[src/rtl/i2c_target_if.sv]
// I2C pad-side bus bundle: SCL and SDA from the pads, and the open-drain SDA pull-down enable.
interface i2c_target_if;
    logic scl;
    logic sda_in;
    logic sda_oe;

    modport master (output scl, output sda_in, input sda_oe);
    modport slave  (input scl, input sda_in, output sda_oe);
endinterface

[src/rtl/i2c_target.sv]
// I2C target with a small register file: pointer write, data write and sequential read with wrap.
// Optional 3-sample majority glitch filter on SCL/SDA when I2C_TARGET_GLITCH_FILTER_EN is defined.
//
// state     | meaning
// IDLE      | waiting for START
// ADDR      | shifting in device address + R/W
// ADDR_ACK  | acknowledging a matched address
// PTR       | shifting in register pointer
// PTR_ACK   | acknowledging pointer
// WDATA     | shifting in a write data byte
// WDATA_ACK | acknowledging a write byte, then pointer advances
// RDATA     | shifting out reg[ptr]
// RDATA_ACK | sampling master ACK/NACK
module i2c_target #(
    parameter logic [6:0] DEV_ADDR = 7'h42,
    parameter int         NREG     = 4
) (
    input  logic                clk,
    input  logic                res_n,
    i2c_target_if.slave         bus,
    output logic [8*NREG-1:0]   regs_out,
    output logic                wr_strobe,
    output logic [3:0]          wr_index,
    output logic                busy
);
    localparam int PW = $clog2(NREG);

    localparam logic [3:0] IDLE      = 4'd0;
    localparam logic [3:0] ADDR      = 4'd1;
    localparam logic [3:0] ADDR_ACK  = 4'd2;
    localparam logic [3:0] PTR       = 4'd3;
    localparam logic [3:0] PTR_ACK   = 4'd4;
    localparam logic [3:0] WDATA     = 4'd5;
    localparam logic [3:0] WDATA_ACK = 4'd6;
    localparam logic [3:0] RDATA     = 4'd7;
    localparam logic [3:0] RDATA_ACK = 4'd8;

    logic [1:0]    scl_sync, sda_sync;
    logic          scl_f, sda_f;
    logic          scl_q, sda_q;
    logic          scl_rise, scl_fall, start_cond, stop_cond;
    logic [3:0]    state;
    logic [3:0]    bit_cnt;
    logic [7:0]    shreg, tx, rx_byte;
    logic [PW-1:0] ptr;
    logic          rw, ack_hold, oe_q, rx_state, last_bit;
    logic [7:0]    regs [NREG];

    always_ff @(posedge clk or negedge res_n) begin
        if (!res_n) begin
            scl_sync <= 2'b11;
            sda_sync <= 2'b11;
        end else begin
            scl_sync <= {scl_sync[0], bus.scl};
            sda_sync <= {sda_sync[0], bus.sda_in};
        end
    end

`ifdef I2C_TARGET_GLITCH_FILTER_EN
    logic [1:0] scl_hist, sda_hist;

    // registered majority of the current and two previous samples
    always_ff @(posedge clk or negedge res_n) begin
        if (!res_n) begin
            scl_hist <= 2'b11;
            sda_hist <= 2'b11;
            scl_f    <= 1'b1;
            sda_f    <= 1'b1;
        end else begin
            scl_hist <= {scl_hist[0], scl_sync[1]};
            sda_hist <= {sda_hist[0], sda_sync[1]};
            scl_f    <= (scl_sync[1] & scl_hist[0]) | (scl_sync[1] & scl_hist[1]) |
                        (scl_hist[0] & scl_hist[1]);
            sda_f    <= (sda_sync[1] & sda_hist[0]) | (sda_sync[1] & sda_hist[1]) |
                        (sda_hist[0] & sda_hist[1]);
        end
    end
`else
    assign scl_f = scl_sync[1];
    assign sda_f = sda_sync[1];
`endif

    always_ff @(posedge clk or negedge res_n) begin
        if (!res_n) begin
            scl_q <= 1'b1;
            sda_q <= 1'b1;
        end else begin
            scl_q <= scl_f;
            sda_q <= sda_f;
        end
    end

    assign scl_rise   = scl_f & ~scl_q;
    assign scl_fall   = ~scl_f & scl_q;
    assign start_cond = scl_f & scl_q & sda_q & ~sda_f;
    assign stop_cond  = scl_f & scl_q & ~sda_q & sda_f;
    assign rx_byte    = {shreg[6:0], sda_f};
    assign rx_state   = (state == ADDR) || (state == PTR) || (state == WDATA);
    assign last_bit   = scl_rise && (bit_cnt == 4'd7);
    assign bus.sda_oe = oe_q;

    always_ff @(posedge clk or negedge res_n) begin
        if (!res_n) begin
            state     <= IDLE;
            bit_cnt   <= 4'd0;
            shreg     <= 8'h00;
            tx        <= 8'h00;
            ptr       <= '0;
            rw        <= 1'b0;
            ack_hold  <= 1'b0;
            oe_q      <= 1'b0;
            wr_strobe <= 1'b0;
            wr_index  <= 4'd0;
            busy      <= 1'b0;
            for (int i = 0; i < NREG; i++) regs[i] <= 8'h00;
        end else begin
            wr_strobe <= 1'b0;
            if (stop_cond) begin
                state    <= IDLE;
                oe_q     <= 1'b0;
                busy     <= 1'b0;
                ack_hold <= 1'b0;
            end else if (start_cond) begin
                state    <= ADDR;
                bit_cnt  <= 4'd0;
                oe_q     <= 1'b0;
                ack_hold <= 1'b0;
            end else begin
                if (scl_rise && rx_state) begin
                    shreg   <= rx_byte;
                    bit_cnt <= bit_cnt + 4'd1;
                end
                case (state)
                    IDLE: ;
                    ADDR: if (last_bit) begin
                        ack_hold <= 1'b0;
                        if (rx_byte[7:1] == DEV_ADDR) begin
                            state <= ADDR_ACK;
                            rw    <= rx_byte[0];
                            busy  <= 1'b1;
                        end else begin
                            state <= IDLE;
                            busy  <= 1'b0;
                        end
                    end
                    PTR: if (last_bit) begin
                        ptr      <= rx_byte[PW-1:0];
                        ack_hold <= 1'b0;
                        state    <= PTR_ACK;
                    end
                    WDATA: if (last_bit) begin
                        regs[ptr] <= rx_byte;
                        wr_strobe <= 1'b1;
                        wr_index  <= 4'(ptr);
                        ack_hold  <= 1'b0;
                        state     <= WDATA_ACK;
                    end
                    // first SCL fall pulls SDA low, second fall ends the ACK clock
                    ADDR_ACK, PTR_ACK, WDATA_ACK: if (scl_fall) begin
                        if (!ack_hold) begin
                            ack_hold <= 1'b1;
                            oe_q     <= 1'b1;
                        end else begin
                            ack_hold <= 1'b0;
                            bit_cnt  <= 4'd0;
                            oe_q     <= 1'b0;
                            if (state == ADDR_ACK) begin
                                if (rw) begin
                                    state <= RDATA;
                                    tx    <= regs[ptr];
                                    oe_q  <= ~regs[ptr][7];
                                end else begin
                                    state <= PTR;
                                end
                            end else if (state == PTR_ACK) begin
                                state <= WDATA;
                            end else begin
                                ptr   <= ptr + PW'(1);
                                state <= WDATA;
                            end
                        end
                    end
                    RDATA: begin
                        if (scl_rise) begin
                            bit_cnt <= bit_cnt + 4'd1;
                        end else if (scl_fall) begin
                            if (bit_cnt == 4'd8) begin
                                oe_q     <= 1'b0;
                                ack_hold <= 1'b0;
                                state    <= RDATA_ACK;
                            end else begin
                                tx   <= {tx[6:0], 1'b0};
                                oe_q <= ~tx[6];
                            end
                        end
                    end
                    RDATA_ACK: begin
                        if (scl_rise) begin
                            if (sda_f) begin
                                state <= IDLE;
                            end else begin
                                ptr      <= ptr + PW'(1);
                                ack_hold <= 1'b1;
                            end
                        end else if (scl_fall && ack_hold) begin
                            ack_hold <= 1'b0;
                            bit_cnt  <= 4'd0;
                            tx       <= regs[ptr];
                            oe_q     <= ~regs[ptr][7];
                            state    <= RDATA;
                        end
                    end
                    default: state <= IDLE;
                endcase
            end
        end
    end

    always_comb begin
        regs_out = '0;
        for (int i = 0; i < NREG; i++) regs_out[8*i +: 8] = regs[i];
    end
endmodule

[src/flat_wrapper.sv]
// flat-port wrapper written by rule: the top's interface ports become plain ports
module i2c_target_flat 
#(
    parameter logic [6:0] DEV_ADDR = 7'h42,
    parameter int         NREG     = 4
)
  (clk, res_n, regs_out, wr_strobe, wr_index, busy, bus_scl, bus_sda_in, bus_sda_oe);
  i2c_target_if bus_i ();
  input  logic clk;
  input  logic res_n;
  output logic [8*NREG-1:0] regs_out;
  output logic wr_strobe;
  output logic [3:0] wr_index;
  output logic busy;
  input wire logic [$bits(bus_i.scl)-1:0] bus_scl;
  input wire logic [$bits(bus_i.sda_in)-1:0] bus_sda_in;
  output wire logic [$bits(bus_i.sda_oe)-1:0] bus_sda_oe;
  assign bus_i.scl = bus_scl;
  assign bus_i.sda_in = bus_sda_in;
  assign bus_sda_oe = bus_i.sda_oe;
  i2c_target #(.DEV_ADDR(DEV_ADDR), .NREG(NREG)) u_core (.clk(clk), .res_n(res_n), .bus(bus_i), .regs_out(regs_out), .wr_strobe(wr_strobe), .wr_index(wr_index), .busy(busy));
endmodule
[config.mk]
export PLATFORM = sky130hd
export DESIGN_NAME = i2c_target_flat
export DESIGN_NICKNAME = d
export VERILOG_FILES = /design/src/rtl/i2c_target_if.sv /design/src/rtl/i2c_target.sv /design/src/flat_wrapper.sv
export SDC_FILE = /design/constraint.sdc
export NUM_CORES = 1
export LEC_CHECK = 0
export ABC_AREA = 1
export BUFFER_PORTS_ARGS = -buffer_cell sky130_fd_sc_hd__buf_2
export CAP_MARGIN = 0
export CORE_ASPECT_RATIO = 0.9
export CORE_MARGIN = 5
export CORE_UTILIZATION = 35
export CTS_CLUSTER_DIAMETER = 100
export CTS_CLUSTER_SIZE = 16
export DETAILED_ROUTE_END_ITERATION = 12
export GPL_TIMING_DRIVEN = 0
export MAX_ROUTING_LAYER = met4
export SLEW_MARGIN = 20
export SYNTH_ARGS = -nofsm -noshare
export SYNTH_HDL_FRONTEND = slang
export SYNTH_SLANG_ARGS = --single-unit
[constraint.sdc]
create_clock -name clk -period 2.01 [get_ports clk]
set_clock_uncertainty 0.05 [all_clocks]
set_input_delay 0.1005 -clock clk [delete_from_list [all_inputs] [get_ports clk]]
set_output_delay 0.1005 -clock clk [all_outputs]
set_load 0.005 [all_outputs]
==> results by group, run 1 <==
Status
  – Outcome: completed

Final layout
  – Area occupied by multi-input gates: approximately 1700 um^2
  – Commonest non-fill, non-tap cell in the layout: nand2_1
  – # fillers: 1076
  – Area grow syn2layout: 20.3%
  – Most frequent cells in the layout: nand2_1, dfrtp_1, buf_2, o21ai_1
  – Non-Filler Instances: 673
  – Ratio of cells with drive above 1 in the final layout: a little over a fifth
  – Sequential cell area: roughly 1700 um^2
  – Post-route cell area: 4480 um^2
  – Final core utilization: between 40% and 50%
  – # diodes: 0
  – Final net count: around 550

Die
  – Initial core utilization: between 30% and 40%
  – Die area: around 13000 um^2
  – Die Wd: about 120 um
  – IO Pins: 43
  – CORE AREA: 10300 um^2
  – Die Y: around 110 um
  – Site Rows: 35

Critical path
  – CP max FO: 10
  – Worst setup path class: reg -> reg
  – CP Launch Point: u_core.scl_sync[1]
  – RR Endpoint: u_core.bit_cnt[2]
  – CP required: between 2000 and 2500 ps
  – CP endpoint kind: flop
  – CP Launch Type: flop
  – Flop2flop setup slack: ~110 ps
  – Critical path arrival: between 2000 and 2500 ps
  – Worst r2r src: u_core.scl_sync[1]
  – R2R depth: 9

Clocking
  – CTS Sinks: 69
  – Worst skew pair latency: between 300 and 400 ps
  – H-tree depth: 3
  – TritonCTS clock tree: yes
  – CTS Buf Count: 9
  – Root buffer cell: clkbuf_16
  – Reg clk slew, reported paths: ~60 ps
  – CTS max path bufs: 2

Logic synthesis
  – Simple-gate share of the synthesized area: roughly 29%
  – Largest family of logic cells by synthesized area: simple AND/OR/NAND/NOR gates
  – Post-synth EDFFs: 0
  – Async SR Flop Fraction: between 90% and 100%
  – Seq/Total Area, Yosys: about 47%
  – Adder-cell share of the synthesized area: roughly 2%
  – Mapped Cells: 480
  – XOR/XNOR Fraction of Synth Area: 0.705%
  – Netlist cell types: 34
  – Syn Area/Cell: slightly below 8 um^2
  – Post-Syn Area: around 3700 um^2
  – Multiplexer area fraction after synthesis: 0%
  – Synth Warn #: 0
  – Most used DFF post-synth: dfrtp_1
  – Compound-Gate Fraction of Synth Area: between 10% and 20%
  – Flops & latches, synth: around 70

Route
  – DR WL/cell: between 15 and 20 um
  – Avg Vias per Cell: approximately 5.1
  – Pre-antenna DRT Iters: 5
  – DR vias: ~3400
  – WL final: approximately 10 mm
  – Initial DRC Count: 247
  – Post-route ant nets: 0
  – DRC Markers: 0

Placement
  – Pre-CTS setup slack: 38.0 ps
  – Dpl cells: 651
  – Port bufs: 40
  – RD Place Congestion: between 0.9 and 1
  – DP HPWL: 7.59 mm
  – DP Area: around 4000 um^2

STA
  – RSZ-0062 raised after global routing: true
  – PnR worst setup slack: 112 ps
  – Final Setup Violations: 0
  – Hold Violations, Final: 0
  – Final worst path period need: between 1500 and 2000 ps
  – Slew Limit Fails: 0
  – F_max: approximately 530 MHz
  – Final worst path period share: approximately 94%

Global routing
  – Vias in the first global route: between 3000 and 4000
  – Initial antenna violation count: 0
  – Largest net degree at the start of global routing: 45
  – GRT Total Usage: 17.4%
  – First-pass GRT wire length: roughly 17 mm
  – GRT overflow: 0

Power and ir drop
  – Lkg Pwr: 2.26 nW
  – Power per standard cell area: between 700 and 800 nW/um^2
  – Worst VDD drop: between 0.4 and 0.5 mV
  – Tot Pwr: roughly 3.1 mW

Min path
  – Worst Hold Class: in -> async

Run
  – Max cap viols: 0
==> cells in the mapped netlist, types with 5 or more instances <==
cell	instances	area, um^2
o21ai_0	36	180
nor2_4	5	56.3
a21oi_1	9	45.0
buf_2	7	35.0
dfrtp_1	63	1580
dfstp_2	6	158
inv_1	36	135
ha_1	6	75.1
nor2_1	34	128
o22ai_1	6	37.5
nand3_1	36	180
inv_2	7	26.3
nand2_1	143	537
o21ai_1	45	225
==> cell families (layout without fill, tap and decap cells) <==
family                     Yosys count  count (layout)
AOI/OAI and AO/OA                  100             100
xor gates and xnor gates             3               3
adders and majority gates            6               6
buffers and inverters               62             125
DFF                                 69              69
other                                1               2
and+or+nand+nor                    239             239
==> critical path: stages, from the launching register on <==
cell	delay, ps
dfstp_2	570
inv_2	50
nor2_2	120
buf_2	260
nand2_1	140
buf_4	200
nand2_1	60
o21ai_1	80
a31oi_1	160
nand2_1	90
==> sequential cells by signal, indices dropped and copies added (netlist names), 2 cells and up <==
| register | count |
|---|---|
| u_core.state | 4 |
| u_core.regs_out | 32 |
| u_core.wr_index | 2 |
| u_core.bit_cnt | 4 |
| u_core.shreg | 7 |
| u_core.tx | 7 |
| u_core.sda_sync | 2 |
| u_core.ptr | 2 |
| u_core.scl_sync | 2 |
==> metrics by stage <==
stage               hold WS [ps]  setup TNS (ps)
global placement             158               0
global route                 200           -38.3
finish                       169               0
floorplan                   -245               0
detailed placement         -15.1               0
CTS                          177               0
==> final cells by class <==
cell class / count / share of cell area (%)
clock inverter: 6 / 1.01
tap: 129 / 3.60
clock buffer: 10 / 5.33
multi-input combinational: 350 / 38.4
sequential: 69 / 38.7
timing repair buffer: 47 / 6.31
inverter: 44 / 3.85
buffer: 18 / 2.76
==> per-layer routing <==
| metal | GRT usage (%) | vias to the layer above | wire, um |
|---|---|---|---|
| li1 | - | 1676 | - |
| met5 | - | - | 0 |
| met2 | 25.4 | 114 | 4550 |
| met1 | 24.1 | 1592 | 4970 |
| met3 | 2.52 | 22 | 595 |
| met4 | 8.02 | 0 | 274 |
==> report_power, final <==
part	internal, mW	switching [mW]	total, mW
combinational	0.0638	0.147	0.211
clock	0.874	0.621	1.50
sequential	1.42	0.0189	1.44
total	2.36	0.787	3.15
==> what timing repair did <==
item	4_1_cts	5_1_grt
buffers inserted	0	3
hold buffers	3	0
gates resized for setup	0	6
hold endpoints to repair	71	0
endpoints found under the setup margin	0	28
==> worst max-delay path by stage <==
stage               depth (start not counted)             endpoint  slack, ps
floorplan                                   9      u_core.state[2]        380
global placement                            8  u_core.regs_out[21]         50
detailed placement                          8  u_core.regs_out[22]         40
CTS                                         8  u_core.regs_out[22]         10
global route                                9      u_core.state[0]        -10
finish                                      9    u_core.bit_cnt[2]        110
Note: power is estimated with default switching activity, not from simulation.
==> run 2, diff against run 1 <==
--- a/config.mk
+++ b/config.mk
@@ -10,12 +10,13 @@
 export CAP_MARGIN = 0
 export CORE_ASPECT_RATIO = 0.9
 export CORE_MARGIN = 5
-export CORE_UTILIZATION = 35
+export CORE_UTILIZATION = 50
 export CTS_CLUSTER_DIAMETER = 100
 export CTS_CLUSTER_SIZE = 16
 export DETAILED_ROUTE_END_ITERATION = 12
 export GPL_TIMING_DRIVEN = 0
 export MAX_ROUTING_LAYER = met4
+export PLACE_DENSITY = 0.7
 export SLEW_MARGIN = 20
 export SYNTH_ARGS = -nofsm -noshare
 export SYNTH_HDL_FRONTEND = slang
==> run 2 against run 1 <==
Total power fell by 1.7%. Flip-flop and latch count is the same. Die area decreased by 28%. Critical path type unchanged. Count of clock-buffer cells in the layout down 1. Clock power shrank 3%. Register-to-register slack barely moved. Cell area fell by 2.0%. Routed wire length fell by 3.9%. Largest power group unchanged.
==> results by group, run 2 (synthesized netlist as in run 1, its figures left out) <==
Route
  – DR WL/cell: 15.7 um (+1.9%)
  – DRC Markers: 0 (unchanged)
  – WL final: 9.98 mm (-3.9%)
  – Initial DRC Count: 317 (+28%)
  – DR vias: 3459 (+1.6%)
  – Avg Vias per Cell: 5.45 (+7.7%)
  – Pre-antenna DRT Iters: 5 (unchanged)
  – Post-route ant nets: 0 (unchanged)

Clocking
  – CTS Sinks: 69 (unchanged)
  – CTS Buf Count: 9 (unchanged)
  – TritonCTS clock tree: yes
  – Reg clk slew, reported paths: 80 ps (+20 ps)
  – H-tree depth: 3 (unchanged)
  – Worst skew pair latency: 360 ps (+20 ps)
  – Root buffer cell: clkbuf_8
  – CTS max path bufs: 2 (unchanged)

Global routing
  – Met3 Use GR: 8.42% (+5.9 points)
  – Largest net degree at the start of global routing: 48 (+6.7%)
  – GRT busiest layer: met2
  – GRT Total Usage: 23.7% (+6.3 points)
  – GRT overflow: 0 (unchanged)
  – Met1 usage: 31.9% (+7.8 points)
  – Vias in the first global route: 3337 (-1.7%)
  – Initial antenna violation count: 0 (unchanged)
  – Met2 Track Usage GR: 33.5% (+8.1 points)
  – First-pass GRT wire length: 16.8 mm (-3.8%)

Die
  – IO Pins: 43 (unchanged)
  – Site Rows: 29 (-17%)
  – Die area: 9280 um^2 (-28%)
  – Initial core utilization: 52.1% (+16 points)
  – Die Y: 91.9 um (-15%)
  – CORE AREA: 7150 um^2 (-31%)
  – Die Wd: 101 um (-15%)

Critical path
  – Worst setup path class: reg -> reg
  – CP max FO: 10 (unchanged)
  – CP required: 2210 ps (+40 ps)
  – Worst r2r src: u_core.scl_sync[1]
  – Critical path arrival: 2100 ps (+50 ps)
  – CP endpoint kind: flop
  – Flop2flop setup slack: 120 ps (about the same)
  – R2R depth: 9 (unchanged)
  – CP Launch Point: u_core.scl_sync[1]
  – CP Launch Type: flop

Final layout
  – Max FFs per register: 32 (unchanged)
  – Area grow syn2layout: 18.0%
  – Most frequent cells in the layout: nand2_1, dfrtp_1, buf_2, o21ai_1, o21ai_0
  – Final net count: 547 (-0.36%)
  – # diodes: 0 (unchanged)
  – Ratio of cells with drive above 1 in the final layout: 20.8% (-0.11 points)
  – Commonest non-fill, non-tap cell in the layout: nand2_1
  – Post-route cell area: 4390 um^2 (-2.0%)
  – Final core utilization: 61.5% (+18 points)

Placement
  – Pre-CTS setup slack: 67.9 ps (+29.9 ps)
  – DP HPWL: 7.35 mm (-3.1%)
  – RD Place Congestion: 1.01 (+11%)
  – DP Area: 4080 um^2 (-1.1%)
  – Port bufs: 40 (unchanged)

Power and ir drop
  – Tot Pwr: 3.09 mW (-1.7%)
  – Lkg Pwr: 2.25 nW (-0.53%)
  – Worst VDD drop: 0.501 mV (+18%)
  – Power per standard cell area: 704 nW/um^2 (+0.27%)

Min path
  – Worst Hold Class: in -> async

STA
  – PnR worst setup slack: 115 ps (+3.69 ps)
  – Final Setup Violations: 0 (unchanged)
  – Slew Limit Fails: 0 (unchanged)
  – Setup tns final: 0 ps (unchanged)
  – Final worst path period need: 1890 ps (-3.69 ps)
  – Hold Violations, Final: 0 (unchanged)
  – RSZ-0062 raised after global routing: true
  – Final worst path period share: 94.3% (-0.18 points)
  – F_max: 528 MHz (+0.19%)

Status
  – Outcome: completed

Run
  – Max cap viols: 0 (unchanged)
run 2: changes by cell type in the layout (fill, tap and decap cells not counted), moves of 2 or more:
| cell | previous run | this run |
|---|---|---|
| bufinv_16 | 0 | 3 |
| clkbuf_16 | 9 | 0 |
| clkbuf_8 | 1 | 9 |
| inv_8 | 0 | 2 |
| buf_4 | 8 | 6 |
| clkinvlp_4 | 5 | 2 |
run 2: power breakdown:
part           switching (mW)  leakage [nW]  internal, mW
logic                   0.145          1.18        0.0629
clock network           0.600         0.128         0.847
registers              0.0202         0.940          1.42
run 2: worst max-delay path: stages, from the launching register on:
cell     delay [ps]
dfstp_2         590
inv_2            50
nor2_2          120
buf_2           260
nand2_1         140
buf_4           200
nand2_1          70
o21ai_1          80
a31oi_1         160
nand2_1          70
run 2: timing repair:
| item | 4_1_cts | 5_1_grt |
|---|---|---|
| resized for setup | 0 | 7 |
| setup buffers | 0 | 1 |
| hold endpoints to repair | 65 | 0 |
| hold buffers | 3 | 0 |
| endpoints found under the setup margin | 0 | 28 |
run 2: path summary, 6_finish.rpt:
| check | to |
|---|---|
| max | u_core.bit_cnt[2] |
| max reg2reg | u_core.bit_cnt[2] |
| min in group clk | u_core.sda_sync[1] |
| min reg2reg | u_core.sda_sync[1] |
| min | u_core.wr_index[1] |
| max in group asynchronous | u_core.scl_q |
run 2: final cells by class:
| class | count | area (um^2) |
|---|---|---|
| multi-input cells | 350 | 1730 |
| fillers | 660 | 2750 |
| repair buffers | 45 | 268 |
| plain buffers | 18 | 124 |
| flip-flops and latches | 69 | 1730 |
| inverters | 44 | 173 |
| clock inverters | 7 | 130 |
| clock buffers | 9 | 124 |
| well taps | 93 | 116 |
run 2: metal layers:
| metal | vias to the layer above | wire, um |
|---|---|---|
| li1 | 1674 | - |
| met1 | 1634 | 4640 |
| met2 | 133 | 4450 |
| met3 | 18 | 708 |
| met4 | 0 | 181 |
| met5 | - | 0 |
run 2: through the flow:
step                      instances  hold WS (ps)
final                           635           139
after global placement          614           157
after floorplan                 481          -245
after CTS                       634           130
after detailed placement        615         -23.4
after global routing            635           150
